**src/rtl/mem_arbiter.sv**
```systemverilog
// mem_arbiter: shares one single-port 32-bit word memory between an
// instruction-fetch requester (f_*) and a load/store requester (d_*).
// Each request is latched in IDLE, performs one memory cycle in ACCESS and
// is answered with a one-cycle ack in RESP. Data requests win contention
// unless fetch has lost STARVE_MAX consecutive arbitrations.
//
// Ports:
//   clk, rst                      clock, synchronous active-high reset
//   f_req/f_addr                  fetch request, byte address
//   f_ack/f_rdata/f_err           fetch completion, read data, address error
//   d_req/d_we/d_addr/d_wdata     load/store request
//   d_ack/d_rdata/d_err           load/store completion, read data, error
//   m_addr/m_din/m_we/m_re        memory word index, write data, enables
//   m_dout                        memory read data (combinational)
module mem_arbiter #(
  parameter int unsigned DEPTH      = 256,
  parameter int unsigned STARVE_MAX = 3
) (
  input  logic        clk,
  input  logic        rst,
  input  logic        f_req,
  input  logic [31:0] f_addr,
  output logic        f_ack,
  output logic [31:0] f_rdata,
  output logic        f_err,
  input  logic        d_req,
  input  logic        d_we,
  input  logic [31:0] d_addr,
  input  logic [31:0] d_wdata,
  output logic        d_ack,
  output logic [31:0] d_rdata,
  output logic        d_err,
  output logic [31:0] m_addr,
  output logic [31:0] m_din,
  output logic        m_we,
  output logic        m_re,
  input  logic [31:0] m_dout
);

  localparam int unsigned AW = 32;
  localparam int unsigned DW = 32;
  localparam int unsigned CW = 4;
  localparam logic [CW-1:0] STARVE_LIM = CW'(STARVE_MAX);

  typedef enum logic [1:0] {
    S_IDLE   = 2'd0,
    S_ACCESS = 2'd1,
    S_RESP   = 2'd2
  } state_e;

  state_e          state_q, state_d;
  logic [CW-1:0]   starve_q, starve_d;
  logic            sel_f_q, sel_f_d;
  logic            we_q, we_d;
  logic            err_q, err_d;
  logic [AW-1:0]   m_addr_q, m_addr_d;
  logic [DW-1:0]   m_din_q, m_din_d;
  logic            f_ack_q, f_ack_d;
  logic            d_ack_q, d_ack_d;
  logic            f_err_q, f_err_d;
  logic            d_err_q, d_err_d;
  logic [DW-1:0]   f_rdata_q, f_rdata_d;
  logic [DW-1:0]   d_rdata_q, d_rdata_d;

  logic            win_f;
  logic [AW-1:0]   win_addr;
  logic            win_err;
  logic [DW-1:0]   resp;

  // State and datapath registers
  always_ff @(posedge clk) begin
    if (rst) begin
      state_q   <= S_IDLE;
      starve_q  <= '0;
      sel_f_q   <= 1'b0;
      we_q      <= 1'b0;
      err_q     <= 1'b0;
      m_addr_q  <= '0;
      m_din_q   <= '0;
      f_ack_q   <= 1'b0;
      d_ack_q   <= 1'b0;
      f_err_q   <= 1'b0;
      d_err_q   <= 1'b0;
      f_rdata_q <= '0;
      d_rdata_q <= '0;
    end else begin
      state_q   <= state_d;
      starve_q  <= starve_d;
      sel_f_q   <= sel_f_d;
      we_q      <= we_d;
      err_q     <= err_d;
      m_addr_q  <= m_addr_d;
      m_din_q   <= m_din_d;
      f_ack_q   <= f_ack_d;
      d_ack_q   <= d_ack_d;
      f_err_q   <= f_err_d;
      d_err_q   <= d_err_d;
      f_rdata_q <= f_rdata_d;
      d_rdata_q <= d_rdata_d;
    end
  end

  // Next-state logic
  always_comb begin
    state_d = state_q;
    case (state_q)
      S_IDLE:   if (f_req || d_req) state_d = S_ACCESS;
      S_ACCESS: state_d = S_RESP;
      S_RESP:   state_d = S_IDLE;
      default:  state_d = S_IDLE;
    endcase
  end

  // Arbitration, request latch and response capture
  always_comb begin
    starve_d  = starve_q;
    sel_f_d   = sel_f_q;
    we_d      = we_q;
    err_d     = err_q;
    m_addr_d  = m_addr_q;
    m_din_d   = m_din_q;
    f_ack_d   = 1'b0;
    d_ack_d   = 1'b0;
    f_err_d   = f_err_q;
    d_err_d   = d_err_q;
    f_rdata_d = f_rdata_q;
    d_rdata_d = d_rdata_q;

    // Fetch wins when alone, or when data has starved it long enough
    win_f    = f_req && (!d_req || (starve_q == STARVE_LIM));
    win_addr = win_f ? f_addr : d_addr;
    win_err  = (win_addr[1:0] != 2'b00) ||
               ({2'b00, win_addr[AW-1:2]} >= AW'(DEPTH));
    resp     = (err_q || we_q) ? '0 : m_dout;

    case (state_q)
      S_IDLE: begin
        // Counts data wins over a waiting fetch; any other outcome clears it
        if (!f_req || win_f) begin
          starve_d = '0;
        end else if (starve_q < STARVE_LIM) begin
          starve_d = starve_q + CW'(1);
        end
        if (f_req || d_req) begin
          sel_f_d = win_f;
          we_d    = !win_f && d_we;
          err_d   = win_err;
          // Memory-side address/data only move for accesses that reach memory
          if (!win_err) begin
            m_addr_d = {2'b00, win_addr[AW-1:2]};
            if (!win_f && d_we) m_din_d = d_wdata;
          end
        end
      end
      S_ACCESS: begin
        if (sel_f_q) begin
          f_ack_d   = 1'b1;
          f_err_d   = err_q;
          f_rdata_d = resp;
        end else begin
          d_ack_d   = 1'b1;
          d_err_d   = err_q;
          d_rdata_d = resp;
        end
      end
      default: ;
    endcase
  end

  // Memory strobes; a store coinciding with reset is suppressed
  always_comb begin
    m_re = 1'b0;
    m_we = 1'b0;
    if ((state_q == S_ACCESS) && !err_q) begin
      m_re = !we_q;
      m_we = we_q && !rst;
    end
  end

  assign m_addr  = m_addr_q;
  assign m_din   = m_din_q;
  assign f_ack   = f_ack_q;
  assign d_ack   = d_ack_q;
  assign f_err   = f_err_q;
  assign d_err   = d_err_q;
  assign f_rdata = f_rdata_q;
  assign d_rdata = d_rdata_q;

endmodule

```
**config.mk**
```make
export PLATFORM = sky130hd
export DESIGN_NAME = mem_arbiter
export DESIGN_NICKNAME = d
export VERILOG_FILES = /design/src/rtl/mem_arbiter.sv
export SDC_FILE = /design/constraint.sdc
export NUM_CORES = 1
export LEC_CHECK = 0
export CORE_MARGIN = 4
export CORE_UTILIZATION = 30
export DETAILED_ROUTE_END_ITERATION = 10
export PLACE_DENSITY = 0.72
export SYNTH_ARGS = -nofsm -noshare
export SYNTH_HDL_FRONTEND = slang
export SYNTH_SLANG_ARGS = --single-unit
```
**constraint.sdc**
```tcl
create_clock -name clk -period 2.9 [get_ports clk]
set_input_delay 0.435 -clock clk [delete_from_list [all_inputs] [get_ports clk]]
set_output_delay 0.435 -clock clk [all_outputs]
set_load 0.02 [all_outputs]
```
==> results.json <==
{
  "mostFrequentLayoutCells": "263 x clkdlybuf4s50_1, 139 x dfxtp_1, 137 x nand2_1",
  "clkLatencyLatePin_ns": 0.43,
  "layout_setup_ws_ns": 0.3851,
  "drive_gt1_share_pct": 6.148,
  "pwr-share-seq_pct": 43.5,
  "synthArstFlopShare_pct": 0,
  "finalNetCount": 983,
  "seq_area_frac_synth_pct": 54.67,
  "grt_overflow": 0,
  "final_common_cell": "clkdlybuf4s50_1",
  "vias_per_cell": 4.694,
  "synth_top_area_share_pct": 54.67,
  "pre_cts_slack_ns": -0.05326,
  "power.internal_mw": 3.336,
  "postCtsResizedCells": 0,
  "gp_congestion": 0.7678,
  "power_density_mw_per_mm2": 531.3,
  "cts_made_buffers": 17,
  "port_buffers": 264,
  "swShare_pct": 26.25,
  "core_mm2": 0.01658,
  "postCtsSetupRepairBufs": 0,
  "p_leak_nw": 2.938,
  "final_area_mm2": 0.008513,
  "ir_drop_mv": 0.4109,
  "cpMaxStageDelayCell": "or3b_2",
  "post-route-period-util_pct": 86.72,
  "rows": 47,
  "synth_cell_types": 36,
  "n_antenna_cell": 0,
  "drc": 0,
  "first_pass_iters": 4,
  "clk_pin_slew_ns": 0.06,
  "critPathRequiredTime_ns": 3.20,
  "grt_pass1_vias": 4996,
  "die_width_um": 138.3,
  "crit_arrival_ns": 2.82,
  "p_clk_share_pct": 45.3,
  "ctsLongestPathBuffers": 2,
  "postRouteAntennaNets": 0,
  "synth.avg_cell_area_um2": 8.455,
  "ys_warn_count": 0,
  "max_slew.worst_pin.slew_ns": 0.7370,
  "cts-root-buf": "clkbuf_16",
  "finClkSkew_ns": 0.009449,
  "antenna_found_initial": 0,
  "setup_viol": 0,
  "netlist_area_mm2": 0.005090,
  "synth_top_cell_by_area": "dfxtp_1",
  "htreeDepth": 4,
  "cp_cell_sequence": "clkdlybuf4s50_1 > nor4_1 > nand4_1 > or3b_2 > a21oi_2 > buf_12 > mux2_1",
  "crit_path_max_fanout": 13,
  "area_delta_synth_final_pct": 67.26,
  "clock_sinks": 139,
  "post_drt_wl_per_cell_um": 15.15,
  "grtUsageTotal_pct": 16.91,
  "period_needed_ns": 2.515,
  "final-max-slew-violation-count": 0,
  "grt_max_degree": 148,
  "hold_path_class": "flop to flop",
  "initial_utilization_pct": 30.69,
  "max_freq_mhz": 397.6,
  "relSlewSlack_pct": 50.87,
  "cp-start-kind": "primary input",
  "synthTopCellsByArea": "dfxtp_1 55%, a21oi_1 10%, nand2_1 10%",
  "synth_cells": 602,
  "switching_power_mw": 1.188,
  "postCtsHoldBufs": 0,
  "maxCapViolCount": 0,
  "combPwrFrac_pct": 11.2,
  "synth-edff-count": 0,
  "die_area_mm2": 0.01911,
  "grt_pass1_wl_mm": 26.13,
  "vias": 5079,
  "ys_seq_elements": 139,
  "final_hold_viol_count": 0,
  "io_pins": 267,
  "dpl-instance-area_mm2": 0.007958,
  "worstSetupPathType": "primary input to flop",
  "rsz0062_at_grt": "false",
  "place.detailed.hpwl_mm": 11.43,
  "crit_path_max_incr_delay_ns": 0.58,
  "drt_iter0_drc": 240,
  "drt_wl_total_mm": 16.39,
  "crit_path_end_kind": "flop",
  "die_y_um": 138.3,
  "outcome": "complete, no violations",
  "fillCellCount": 1569,
  "tritoncts": "done",
  "synth_ff_type": "dfxtp_1"
}
## registers in the layout, indices dropped and copies added, names as in the netlist
signal    flops
d_err         1
m_addr       30
we_q          1
m_din        32
f_rdata      32
d_ack         1
f_err         1
d_rdata      32
starve_q      4
err_q         1
sel_f_q       1
f_ack         1
state_q       2
## path summary, 6_finish.rpt
check                                         endpoint  slack [ns]                      from  cells past startpoint
worst min-delay path            m_din[19]$_SDFFE_PP0P_        0.45    m_din[19]$_SDFFE_PP0P_                      2
worst max register to register  m_addr[2]$_SDFFE_PP0P_        0.49  starve_q[0]$_SDFFE_PP0P_                      7
worst max-delay path            m_addr[2]$_SDFFE_PP0P_        0.39                d_addr[27]                      7
worst min register to register  m_din[19]$_SDFFE_PP0P_        0.45    m_din[19]$_SDFFE_PP0P_                      2
## stage by stage
step	total power [mW]	utilization [%]	setup TNS, ns	cells	hold WS, ns
floorplan	2.211	-	0	603	0.4502
global placement	2.519	47.99	0	1050	0.4372
detailed placement	2.522	47.99	-0.3080	1050	0.4423
CTS	4.588	51.34	0	1082	0.4511
global route	4.717	51.34	0	1082	0.4635
finish	4.523	51.34	0	1082	0.4488
## cell type report
| cell class | instances | area [um^2] | share of cell area (%) |
|---|---|---|---|
| clock inverter | 15 | 130.1 | 1.529 |
| multi-input combinational | 412 | 2108 | 24.76 |
| clock buffer | 17 | 425.4 | 4.997 |
| tap | 220 | 275.3 | 3.233 |
| timing repair buffer | 276 | 2780 | 32.66 |
| sequential | 139 | 2783 | 32.69 |
| inverter | 3 | 11.26 | 0.1323 |
## per-layer routing
layer	global-route usage [%]	up-vias	wire (um)
met5	0	-	0
met1	19.55	2324	6786
li1	-	2533	-
met4	6.656	0	369
met2	27.72	201	7688
met3	7.286	21	1545
## logic make-up after synthesis
kind of cell / share of synthesized area, %
other: 0.07368
AOI/OAI and AO/OA: 11.23
buffers and inverters: 4.326
and+or+nand+nor: 25.93
DFF: 54.67
xor gates and xnor gates: 0.1721
adders and majority gates: 0.2458
muxes: 3.343
## Yosys cell counts (2+ instances only)
cell	number
dfxtp_1	139
nand2_1	137
a21oi_1	103
nand3_1	66
clkbuf_1	40
nor3b_1	22
nor2_1	20
nor4_1	12
mux2_1	8
mux2i_1	8
nor2b_1	8
buf_1	3
inv_1	3
nand2b_1	3
nor3_1	3
buf_2	2
buf_4	2
buf_6	2
nand4_1	2
o21ai_0	2
or3_1	2
## power groups by stage
stage | logic, mW | registers, mW | clock network [mW]
after floorplan | 0.168 | 2.04 | 0
after global placement | 0.508 | 2.01 | 0
after detailed placement | 0.510 | 2.01 | 0
after CTS | 0.512 | 1.97 | 2.11
after global routing | 0.546 | 1.97 | 2.20
final | 0.506 | 1.97 | 2.05
## worst max-delay path, delay by kind of cell
kind	cells	cell delay [ns]
compound gates	1	0.22
buf+inv	2	0.59
mux	1	0.32
simple gates	3	1.25
(Power assumes the default switching activity.)
